<file path="src/rtl/tri_bus_arbiter.sv">
// Round-robin arbiter for a shared tri-state bus, with a one-cycle dead turnaround on every ownership change.
// Optional hold-time limit: define ARB_TIMEOUT_EN to release an owner after MAX_HOLD grant cycles.
`timescale 1ns/1ps
module tri_bus_arbiter #(
  parameter int N_MASTERS = 4,
  parameter int MAX_HOLD  = 8,
  localparam int OW = (N_MASTERS > 2) ? $clog2(N_MASTERS) : 1,
  localparam int HW = $clog2(MAX_HOLD + 1)
) (
  input  logic                 clk,
  input  logic                 rst_n,
  input  logic [N_MASTERS-1:0] req,
  output logic [N_MASTERS-1:0] gnt,
  output logic [N_MASTERS-1:0] oe,
  output logic [OW-1:0]        owner,
  output logic                 busy
);

  typedef enum logic [1:0] {
    IDLE  = 2'd0,
    GRANT = 2'd1,
    TURN  = 2'd2
  } state_e;

  state_e               state_q, state_d;
  logic [N_MASTERS-1:0] gnt_q, gnt_d;
  logic [OW-1:0]        owner_q, owner_d;
  logic [OW-1:0]        last_q, last_d;
  logic [HW-1:0]        hold_q, hold_d;

  logic                 win_found;
  logic [OW-1:0]        win_idx;
  logic [OW-1:0]        cand;
  logic [N_MASTERS-1:0] win_onehot;
  logic                 hold_expired;
  logic                 release_bus;

  // Rotating priority: the search starts just after the previous owner.
  always_comb begin
    win_found  = 1'b0;
    win_idx    = '0;
    cand       = '0;
    win_onehot = '0;
    for (int k = 1; k <= N_MASTERS; k++) begin
      cand = OW'((int'(last_q) + k) % N_MASTERS);
      if (!win_found && req[cand]) begin
        win_found = 1'b1;
        win_idx   = cand;
      end
    end
    win_onehot[win_idx] = win_found;
  end

`ifdef ARB_TIMEOUT_EN
  assign hold_expired = (hold_q == HW'(MAX_HOLD - 1));
`else
  assign hold_expired = 1'b0;
`endif

  assign release_bus = !req[owner_q] || hold_expired;

  always_comb begin
    state_d = state_q;
    gnt_d   = gnt_q;
    owner_d = owner_q;
    last_d  = last_q;
    hold_d  = hold_q;
    case (state_q)
      IDLE, TURN: begin
        if (win_found) begin
          state_d = GRANT;
          gnt_d   = win_onehot;
          owner_d = win_idx;
          hold_d  = '0;
        end else begin
          state_d = IDLE;
          gnt_d   = '0;
        end
      end
      GRANT: begin
        if (release_bus) begin
          state_d = TURN;
          gnt_d   = '0;
          last_d  = owner_q;
          hold_d  = '0;
        end else if (hold_q != HW'(MAX_HOLD)) begin
          // Saturate so an unlimited hold never wraps the counter.
          hold_d = hold_q + HW'(1);
        end
      end
      default: begin
        state_d = IDLE;
        gnt_d   = '0;
        hold_d  = '0;
      end
    endcase
  end

  always_ff @(posedge clk or negedge rst_n) begin
    if (!rst_n) begin
      state_q <= IDLE;
      gnt_q   <= '0;
      owner_q <= '0;
      last_q  <= OW'(N_MASTERS - 1);
      hold_q  <= '0;
    end else begin
      state_q <= state_d;
      gnt_q   <= gnt_d;
      owner_q <= owner_d;
      last_q  <= last_d;
      hold_q  <= hold_d;
    end
  end

  // oe is the grant register itself, so oe==gnt by construction.
  assign gnt   = gnt_q;
  assign oe    = gnt_q;
  assign owner = owner_q;
  assign busy  = |gnt_q;

endmodule

</file>
<file path="config.mk">
export PLATFORM = sky130hd
export DESIGN_NAME = tri_bus_arbiter
export DESIGN_NICKNAME = d
export VERILOG_FILES = /design/src/rtl/tri_bus_arbiter.sv
export SDC_FILE = /design/constraint.sdc
export NUM_CORES = 1
export LEC_CHECK = 0
export ABC_AREA = 1
export BUFFER_PORTS_ARGS = -buffer_cell sky130_fd_sc_hd__buf_2
export CORE_ASPECT_RATIO = 0.9
export CORE_UTILIZATION = 30
export CTS_BUF_LIST = sky130_fd_sc_hd__clkbuf_2 sky130_fd_sc_hd__clkbuf_4 sky130_fd_sc_hd__clkbuf_8
export DETAILED_ROUTE_END_ITERATION = 7
export GPL_TIMING_DRIVEN = 0
export PLACE_DENSITY = 0.59
export SKIP_LAST_GASP = 1
export SLEW_MARGIN = 10
export SYNTH_ARGS = -nofsm -noshare
export SYNTH_HDL_FRONTEND = slang
export SYNTH_SLANG_ARGS = --single-unit
</file>
<file path="constraint.sdc">
create_clock -name clk -period 2.2 [get_ports clk]
set_clock_uncertainty 0.2 [all_clocks]
set_input_delay 0 -clock clk [delete_from_list [all_inputs] [get_ports clk]]
set_output_delay 0 -clock clk [all_outputs]
set_load 0.005 [all_outputs]
</file>
# After elaboration in Yosys (flattened, before gate mapping)
# Cells that the tools add are included.
[totals]
ff_bits = 10
input_bits = 6
output_inout_bits = 11
elab_cells = 58
[op_classes]
addsub = 4
magnitude_cmp = 7
n_eq_ne = 3
mux = 26
bitwise_logic = 2
n_reduce_logical = 12
[ops]
columns = ["cell", "n"]
rows = [
  ["$lt 2x3->1 const B", 6],
  ["$mux 1", 11],
  ["$bmux 1 s2", 5],
  ["$mux 2", 5],
  ["$mux 4", 2],
  ["$pmux 4 s2", 1],
  ["$add 2x1->2 const B", 2],
  ["$add 2x2->2 const B", 2],
  ["$and 4x4->4", 1],
  ["$logic_and 1x1->1", 4],
  ["$pmux 2 s2", 1],
  ["$reduce_and 2->1", 2],
  ["$reduce_or 4->1", 1],
  ["$logic_not 1->1", 3],
  ["$demux 1 s2", 1],
  ["$eq 2x1->1 const B", 1],
  ["$eq 2x2->1 const B", 1],
  ["$ge 2x1->1 const B", 1],
  ["$logic_not 2->1", 1],
  ["$ne 2x2->1 const B", 1],
  ["$reduce_or 2->1", 1],
  ["$not 1->1", 1],
]

# Longest topological paths before layout
# Gate-level depths: netlist (run 1).
[depth]
depth_word = 20
ltp_mapped = 13
mapped_depth_nobuf = 12

# Worst setup path before layout (run 1)
# No wires, ideal clock.
[synth_path]
path_type = "register to register"
startpoint = "reg last_q[0]"
endpoint = "reg owner_q[1], in the netlist owner[1]"
setup_ps = 118
arrival_time_ps = 1348
t_required_ps = 1882
path_slack_ps = 534
stages_incl_launch_ff = 13
path_buffers = 1
synth_period_minus_slack_ps = 1666
path_cell_list = "dfstp_2 > buf_6 > inv_8 > nand2_1 > nand2_2 > nand2_2 > nand2_2 > nor2_4 > nand3_2 > nand2_4 > inv_4 > nand2_1 > o21ai_2"
[synth_between]
elab_chain_len = 14
word_cells_on_any_way = 27
cone_classes = "add/sub: 4; mux: 16; reduce/logical: 7"
[synth_rtl]
columns = ["element", "line_no", "rtl"]
rows = [
  ["from (decl)", "28", "logic [OW-1:0] last_q, last_d;"],
  ["from (signal assigned)", "104", "last_q <= OW'(N_MASTERS - 1);"],
  ["from (signal assigned)", "110", "last_q <= last_d;"],
  ["$add 2x1->2", "45", "cand = OW'((int'(last_q) + k) % N_MASTERS);"],
  ["$bmux 1 s2", "46", "if (!win_found && req[cand]) begin"],
  ["$mux 1 (implied by the code)", "46", ""],
  ["$mux 1", "46", ""],
  ["$logic_not 1->1", "46", ""],
  ["$logic_and 1x1->1", "46", ""],
  ["$mux 1", "46", ""],
  ["$logic_not 1->1", "46", ""],
  ["$logic_and 1x1->1", "46", ""],
  ["$mux 1", "46", ""],
  ["$logic_not 1->1", "46", ""],
  ["$logic_and 1x1->1", "46", ""],
  ["$mux 1", "46", ""],
  ["$reduce_and 2->1 (no source line)", "n/a", ""],
  ["to (signal assigned)", "109", "owner_q <= owner_d;"],
  ["to (decl)", "27", "logic [OW-1:0] owner_q, owner_d;"],
]
# Several ways; a longest one is shown, not always the timed one. The select of a mux whose other input is x is not followed.
# A chain may end at the register's enable or synchronous reset.

# Final worst setup path (run 1)
[layout_path]
startpoint = "reg last_q[0]"
endpoint = "reg gnt_q[0], in the netlist gnt[0]"
[layout_between]
elab_chain_len = 20
word_cells_on_any_way = 34
cone_classes = "add/sub: 4; order compare: 2; mux: 20; bitwise: 1; reduce/logical: 7"
[layout_rtl]
columns = ["element", "line_no", "rtl"]
rows = [
  ["$add 2x1->2", "45", ""],
  ["$bmux 1 s2", "46", ""],
  ["$mux 1 (implied by the code)", "46", ""],
  ["$mux 1", "46", ""],
  ["$logic_not 1->1", "46", ""],
  ["$logic_and 1x1->1", "46", ""],
  ["$mux 1", "46", ""],
  ["$logic_not 1->1", "46", ""],
  ["[... 4 more ...]", "n/a", ""],
  ["$mux 2", "46", ""],
  ["$lt 2x3->1 (implied by the code) or $ge 2x1->1 (tied branches)", "51", "win_onehot[win_idx] = win_found;"],
  ["$logic_and 1x1->1 (implied by the code)", "51", ""],
  ["$mux 1 (implied by the code)", "51", ""],
  ["$demux 1 s2", "51", ""],
  ["$and 4x4->4 (no source line)", "n/a", ""],
  ["$mux 4 *", "70", "if (win_found) begin"],
  ["$pmux 4 s2 *", "68", "case (state_q)"],
  ["to (signal assigned)", "108", "gnt_q <= gnt_d;"],
  ["to (decl)", "26", "logic [N_MASTERS-1:0] gnt_q, gnt_d;"],
]
# Mark *: on every way between the ends. The rest lies on a longest branch, timed or not. The select of a mux whose other input is x is not followed.

==> results of run 1 <==
==> routing by layer <==
layer,GRT usage [%],share of wire (%),vias up
met5,0,0,-
li1,-,-,393
met4,2.50,0,0
met2,20.3,46,10
met3,3.70,2.6,0
met1,21.0,51,336
==> final cells by class <==
class                      instances  area [um^2]  share of cell area (%)
sequential                        10          253                    27.2
tap                               27         33.8                    3.64
timing repair buffer              18          100                    10.8
clock buffer                       4         36.3                    3.91
inverter                          16         70.1                    7.55
multi-input combinational         82          394                    42.5
buffer                             5         41.3                    4.45
==> worst max path at each step <==
stage	end	slack (ns)	depth (start not counted)
2_1_floorplan	owner[1]	0.53	12
3_3_place_gp	gnt[0]	0.41	12
3_5_place_dp	gnt[0]	0.39	12
4_1_cts	gnt[0]	0.37	12
5_1_grt	gnt[3]	0.24	12
6_report	gnt[0]	0.37	12
==> stage by stage <==
stage / worst slack (ns) / hold WS, ns
after detailed placement: 0.387 / -0.328
final: 0.370 / 0.0429
after global placement: 0.405 / -0.330
after CTS: 0.372 / 0.0394
after global routing: 0.239 / 0.0582
after floorplan: 0.534 / -0.496
==> worst min-delay path: stages <==
cell and delay, ns:
buf_2 0.11, a21oi_1 0.06, o21ai_0 0.07, nand3_1 0.13, nand2_1 0.10
==> cells in the final DEF (no fill, tap or decap), types with 2 or more instances in the layout <==
master / n
buf_4: 4
nand2_2: 8
inv_2: 2
inv_1: 12
clkbuf_4: 3
nor2_1: 4
dlygate4sd3_1: 2
nand3_1: 10
nand2_1: 43
dfrtp_1: 8
buf_2: 16
nand3_2: 2
dfstp_2: 2
a21oi_1: 3
o21ai_0: 5
==> sequential cells by signal (all words and copies together), names as in the netlist <==
signal	cells
state_q	2
last_q	2
owner	2
gnt	4
==> power groups by stage <==
stage	Combinational (mW)	Sequential, mW	Clock [mW]
after floorplan	0.731	0.331	0
after global placement	0.915	0.342	0
after detailed placement	0.926	0.344	0
after CTS	0.931	0.341	0.167
after global routing	1.06	0.352	0.177
final	0.925	0.341	0.162
==> cells by family after synthesis <==
| group | count (synthesis) |
|---|---|
| and+or+nand+nor | 72 |
| buffers and inverters | 21 |
| DFF | 10 |
| AOI/OAI and AO/OA | 10 |
==> results.py, run 1 <==
metrics = {
    "cells_and_area": {
        "syn2layout_area_growth_pct": 22.4,
        "post-route-util_pct": 40.7,
        "fill_cells": 242,
        "fin_area_um2": 928,
        "drive_above_1_share_pct": 33.3,
        "layout.cells.non_filler": 162,
        "antenna_cells": 0,
        "num-nets-final": 142,
    },
    "placed_design": {
        "place_congestion": 0.790,
        "dpl_cell_area_um2": 872,
        "placed_cells": 156,
        "dpl.hpwl_um": 1270,
        "port_buffers": 16,
    },
    "setup_path": {
        "crit_arrival_ns": 1.78,
        "cp_cell_sequence": "buf_6 -> inv_8 -> nand2_1 -> nand2_1 -> nand2_2 -> nand2_2 -> nor2_4 -> nand3_2 -> nand2_4 -> inv_4 -> nand3_1 -> nand2_1",
        "critPathMaxStageDelay_ns": 0.53,
        "r2r-start": "last_q[0]",
        "r2r_slack_ns": 0.37,
        "critical_path.top_delay_family": "simple AND/OR/NAND/NOR gates",
        "crit_path_start": "last_q[0]",
        "cp_num_buf_inv": 3,
        "reg2regPathDepth": 12,
        "worstSetupPathType": "flop to flop",
        "cp_common_cell": "nand2_1",
        "worst-path-max-fanout": 10,
        "reg2reg_to": "gnt[0]",
        "cpMaxStageDelayCell": "dfstp_2",
        "critPathLaunchType": "flop",
        "worstSetupEndpointType": "flop",
        "cp.required_ns": 2.15,
    },
    "floorplan": {
        "placeableCoreArea_um2": 2280,
        "initial_core_util_pct": 33.2,
        "ioPinCount": 17,
        "die_x_um": 55.0,
        "num_rows": 16,
        "die-area_um2": 2730,
        "die_y_um": 49.7,
    },
    "sta": {
        "max_slew_margin_pct": 73.6,
        "setup_violations": 0,
        "rsz0062_at_grt": "false",
        "tightest_slew_ns": 0.394,
        "finalHoldViolCount": 0,
        "period_minus_slack_ns": 1.83,
        "timing.fmax_ghz": 0.547,
        "period_share_pct": 83.2,
        "finalSetupTns_ns": 0,
        "final-max-slew-violation-count": 0,
    },
    "drt": {
        "vias_per_cell": 4.56,
        "avgRoutedWirePerCell_um": 10.1,
        "postRouteAntennaNets": 0,
        "num_vias": 739,
        "drt-pass1-iter-count": 4,
        "wl_um": 1640,
        "drc": 0,
        "drt-initial-drc-count": 18,
    },
    "synthesis": {
        "ys_ff_latch": 10,
        "syn_area_um2": 758,
        "synth_compound_area_share_pct": 7.26,
        "synth_top_area_cell": "dfrtp_1",
        "muxShareOfSynthArea_pct": 0,
        "syn_inst": 113,
        "synthTopCellsByCount": "43 x nand2_1, 12 x inv_1, 10 x nand3_1",
        "seq_area_frac_synth_pct": 33.3,
        "synth_flop_cell": "dfrtp_1",
        "synthTopCellsByArea": "dfrtp_1 26%, nand2_1 21%, dfstp_2 6.9%, nand2_2 6.6%, nand3_1 6.6%",
        "synth_xor_xnor_area_share_pct": 0,
        "synthDominantCellAreaShare_pct": 26.4,
        "synthAdderAreaFrac_pct": 0,
        "yosys.cell_types.count": 22,
        "ys_warn_count": 0,
        "avgSynthCellArea_um2": 6.71,
        "synth-simple-area-share_pct": 44.7,
        "synthArstFlopShare_pct": 100,
        "synth_edf_count": 0,
        "syn-num-nets": 119,
        "synth_top_family_by_area": "simple AND/OR/NAND/NOR gates",
        "yosysMostFrequentCell": "nand2_1",
    },
    "pwr": {
        "vdd_drop_max_v": 0.000691,
        "p_per_area_nw_per_um2": 1540,
        "p_comb_share_pct": 64.8,
        "clkPwrFrac_pct": 11.4,
        "total_power_mw": 1.43,
        "netSwitchingPower_mw": 0.707,
        "seqPwrFrac_pct": 23.9,
        "switching_share_pct": 49.5,
        "leakagePower_nw": 0.556,
        "power.internal_mw": 0.722,
    },
    "cts": {
        "root_buffer": "clkbuf_4",
        "clockBufferDepth": 2,
        "path_clk_slew_ns": 0.07,
        "post_cts_resize_count": 0,
        "post_cts.repair.setup_buffers": 0,
        "holdBufCountCts": 2,
        "htree_num_levels": 1,
        "clk_latency_ns": 0.26,
        "cts_buffers": 3,
        "cts_tree": "done",
        "clock-sinks": 10,
    },
    "grt": {
        "grt_max_degree": 11,
        "antenna_found_initial": 0,
        "grt_usage_pct": 14.1,
        "gr-total-overflow": 0,
        "grt_pass1_vias": 664,
        "grt_pass1_wl_um": 2790,
    },
    "job": {
        "drv_cap": 0,
    },
    "hold_path": {
        "hold_start": "req[1]",
        "hp-class": "input port to flop",
        "hold_depth": 5,
        "hold_end": "state_q[0]",
    },
    "outcome": {
        "outcome": "finished clean",
    },
}
Power figures use the tool's default switching activity.
==> inputs of run 2 (changes only) <==
Settings changed: PLACE_DENSITY 0.59 to 0.61.
Clock period 2.2 ns to 1.6 ns, I/O delays scaled along.
==> results.py, run 2 (synthesized netlist as in run 1, its figures left out) <==
metrics = {
    "placed_design": {
        "dpl_worst_slack_ns": -0.195,
        "port_buffers": 16,
        "dpl_cell_area_um2": 877,
        "placed_cells": 156,
        "place_congestion": 0.802,
        "dpl.hpwl_um": 1240,
    },
    "floorplan": {
        "initial_core_util_pct": 33.2,
        "die_x_um": 55.0,
        "die-area_um2": 2730,
        "num_rows": 16,
        "ioPinCount": 17,
        "placeableCoreArea_um2": 2280,
        "die_y_um": 49.7,
    },
    "outcome": {
        "outcome": "finished, violations left",
        "violations": "setup timing",
    },
    "setup_path": {
        "worstSetupPathType": "flop to flop",
        "critPathLaunchType": "flop",
        "endpoint": "owner[1]",
        "r2r-start": "last_q[0]",
        "r2r_slack_ns": -0.18,
        "crit_arrival_ns": 1.74,
        "crit_path_start": "last_q[0]",
        "cp.required_ns": 1.55,
        "worst-path-max-fanout": 10,
        "reg2reg_to": "owner[1]",
        "reg2regPathDepth": 12,
        "worstSetupEndpointType": "flop",
    },
    "cells_and_area": {
        "fin_area_um2": 1090,
        "layout.cells.non_filler": 165,
        "multiInputGateArea_um2": 502,
        "layout_commonest_cell": "nand2_1",
        "syn2layout_area_growth_pct": 43.4,
        "num-nets-final": 145,
        "fill_cells": 246,
        "seqCellArea_um2": 253,
        "layout_common_cells": "26 x nand2_1, 17 x nand2_2, 16 x buf_2",
        "antenna_cells": 0,
        "largest_reg_flops": 4,
        "drive_above_1_share_pct": 52.2,
    },
    "grt": {
        "grt_busiest_layer": "met2",
        "grt_usage_pct": 15.6,
        "grtUsageMet2_pct": 23.5,
        "met1_usage_pct": 19.9,
        "grt_pass1_vias": 736,
        "grt_pass1_wl_um": 3090,
        "gr-total-overflow": 0,
        "antenna_found_initial": 0,
        "grt_max_degree": 11,
        "use_met3_pct": 5.56,
    },
    "cts": {
        "htree_num_levels": 1,
        "cts_tree": "done",
        "clockBufferDepth": 2,
        "root_buffer": "clkbuf_4",
        "path_clk_slew_ns": 0.07,
        "clk_latency_ns": 0.27,
        "cts_buffers": 3,
        "clock-sinks": 10,
    },
    "sta": {
        "final.setup.worst_slack_ns": -0.184,
        "period_minus_slack_ns": 1.78,
        "tightest_slew_ns": 0.358,
        "max_slew_margin_pct": 76.1,
        "setup_violations": 7,
        "rsz0062_at_grt": "true",
        "fin_hold_ws_ns": 0.0313,
        "period_share_pct": 112,
        "timing.fmax_ghz": 0.560,
        "final-max-slew-violation-count": 0,
        "finalHoldViolCount": 0,
    },
    "pwr": {
        "leakagePower_nw": 0.618,
        "vdd_drop_max_v": 0.00111,
        "p_per_area_nw_per_um2": 2180,
    },
    "drt": {
        "drc": 0,
        "postRouteAntennaNets": 0,
        "num_vias": 779,
        "drt-initial-drc-count": 9,
        "avgRoutedWirePerCell_um": 11.1,
        "drt-pass1-iter-count": 4,
        "wl_um": 1840,
        "vias_per_cell": 4.72,
    },
    "hold_path": {
        "hp-class": "input port to asynchronous set/reset pin",
    },
    "job": {
        "drv_cap": 0,
    },
}
[run 2: cell types whose count changed in the layout (fill, tap and decap cells not counted), sizes merged]
cell and delta:
buf +2, bufbuf +1
[run 2: timing repair]
action,in CTS,in global routing
setup buffers,2,0
hold buffers,2,0
endpoints found under the hold margin,10,0
setup endpoints to repair,7,8
gates resized for setup,11,20
pin swaps,12,9
cloned,1,0
[run 2: power breakdown]
group / switching [mW] / internal, mW
clock network: 0.0902 / 0.138
registers: 0.0877 / 0.378
logic: 0.995 / 0.686
[run 2: how the worst min path moves through the flow]
stage                     cells after the start  slack (ns)         end  start
after global placement                        1       -0.33  state_q[0]  rst_n
after CTS                                     2        0.02   last_q[1]  rst_n
after floorplan                               0       -0.50      gnt[0]  rst_n
after global routing                          2        0.02   last_q[1]  rst_n
after detailed placement                      1       -0.33    owner[1]  rst_n
final                                         2        0.03   last_q[1]  rst_n
[run 2: cell type report]
| type | instances | share of cell area (%) |
|---|---|---|
| Buffer | 5 | 4.14 |
| Tap cell | 27 | 3.11 |
| Inverter | 16 | 6.44 |
| Clock buffer | 4 | 3.34 |
| Multi-Input combinational cell | 82 | 46.1 |
| Timing Repair Buffer | 21 | 13.6 |
| Sequential cell | 10 | 23.2 |
[run 2: critical path, cell delays in order, from the launching register on]
cell	delay, ns
dfstp_2	0.55
buf_8	0.13
inv_8	0.06
nand2_4	0.07
nand2_2	0.07
nand2_2	0.06
nand2_2	0.06
nor2_4	0.13
nand3_2	0.10
nand2_4	0.09
inv_4	0.05
nand2_2	0.05
o21ai_2	0.06
[run 2: metrics by stage]
stage               power (mW)  util (%)  TNS, ns
detailed placement        1.75      38.4    -1.12
global route              2.61      47.6    -1.74
CTS                       2.23      44.7    -1.10
finish                    2.38      47.6    -1.09
floorplan                 1.47         -   -0.301
global placement          1.73      38.4   -0.979
[run 2: metal layers]
metal / part of all wire [%] / wire [um] / vias to the layer above
met5: 0 / 0 / -
met4: 1.6 / 30 / 0
met3: 3.6 / 67 / 5
met2: 52 / 953 / 15
met1: 43 / 785 / 362
li1: - / - / 397
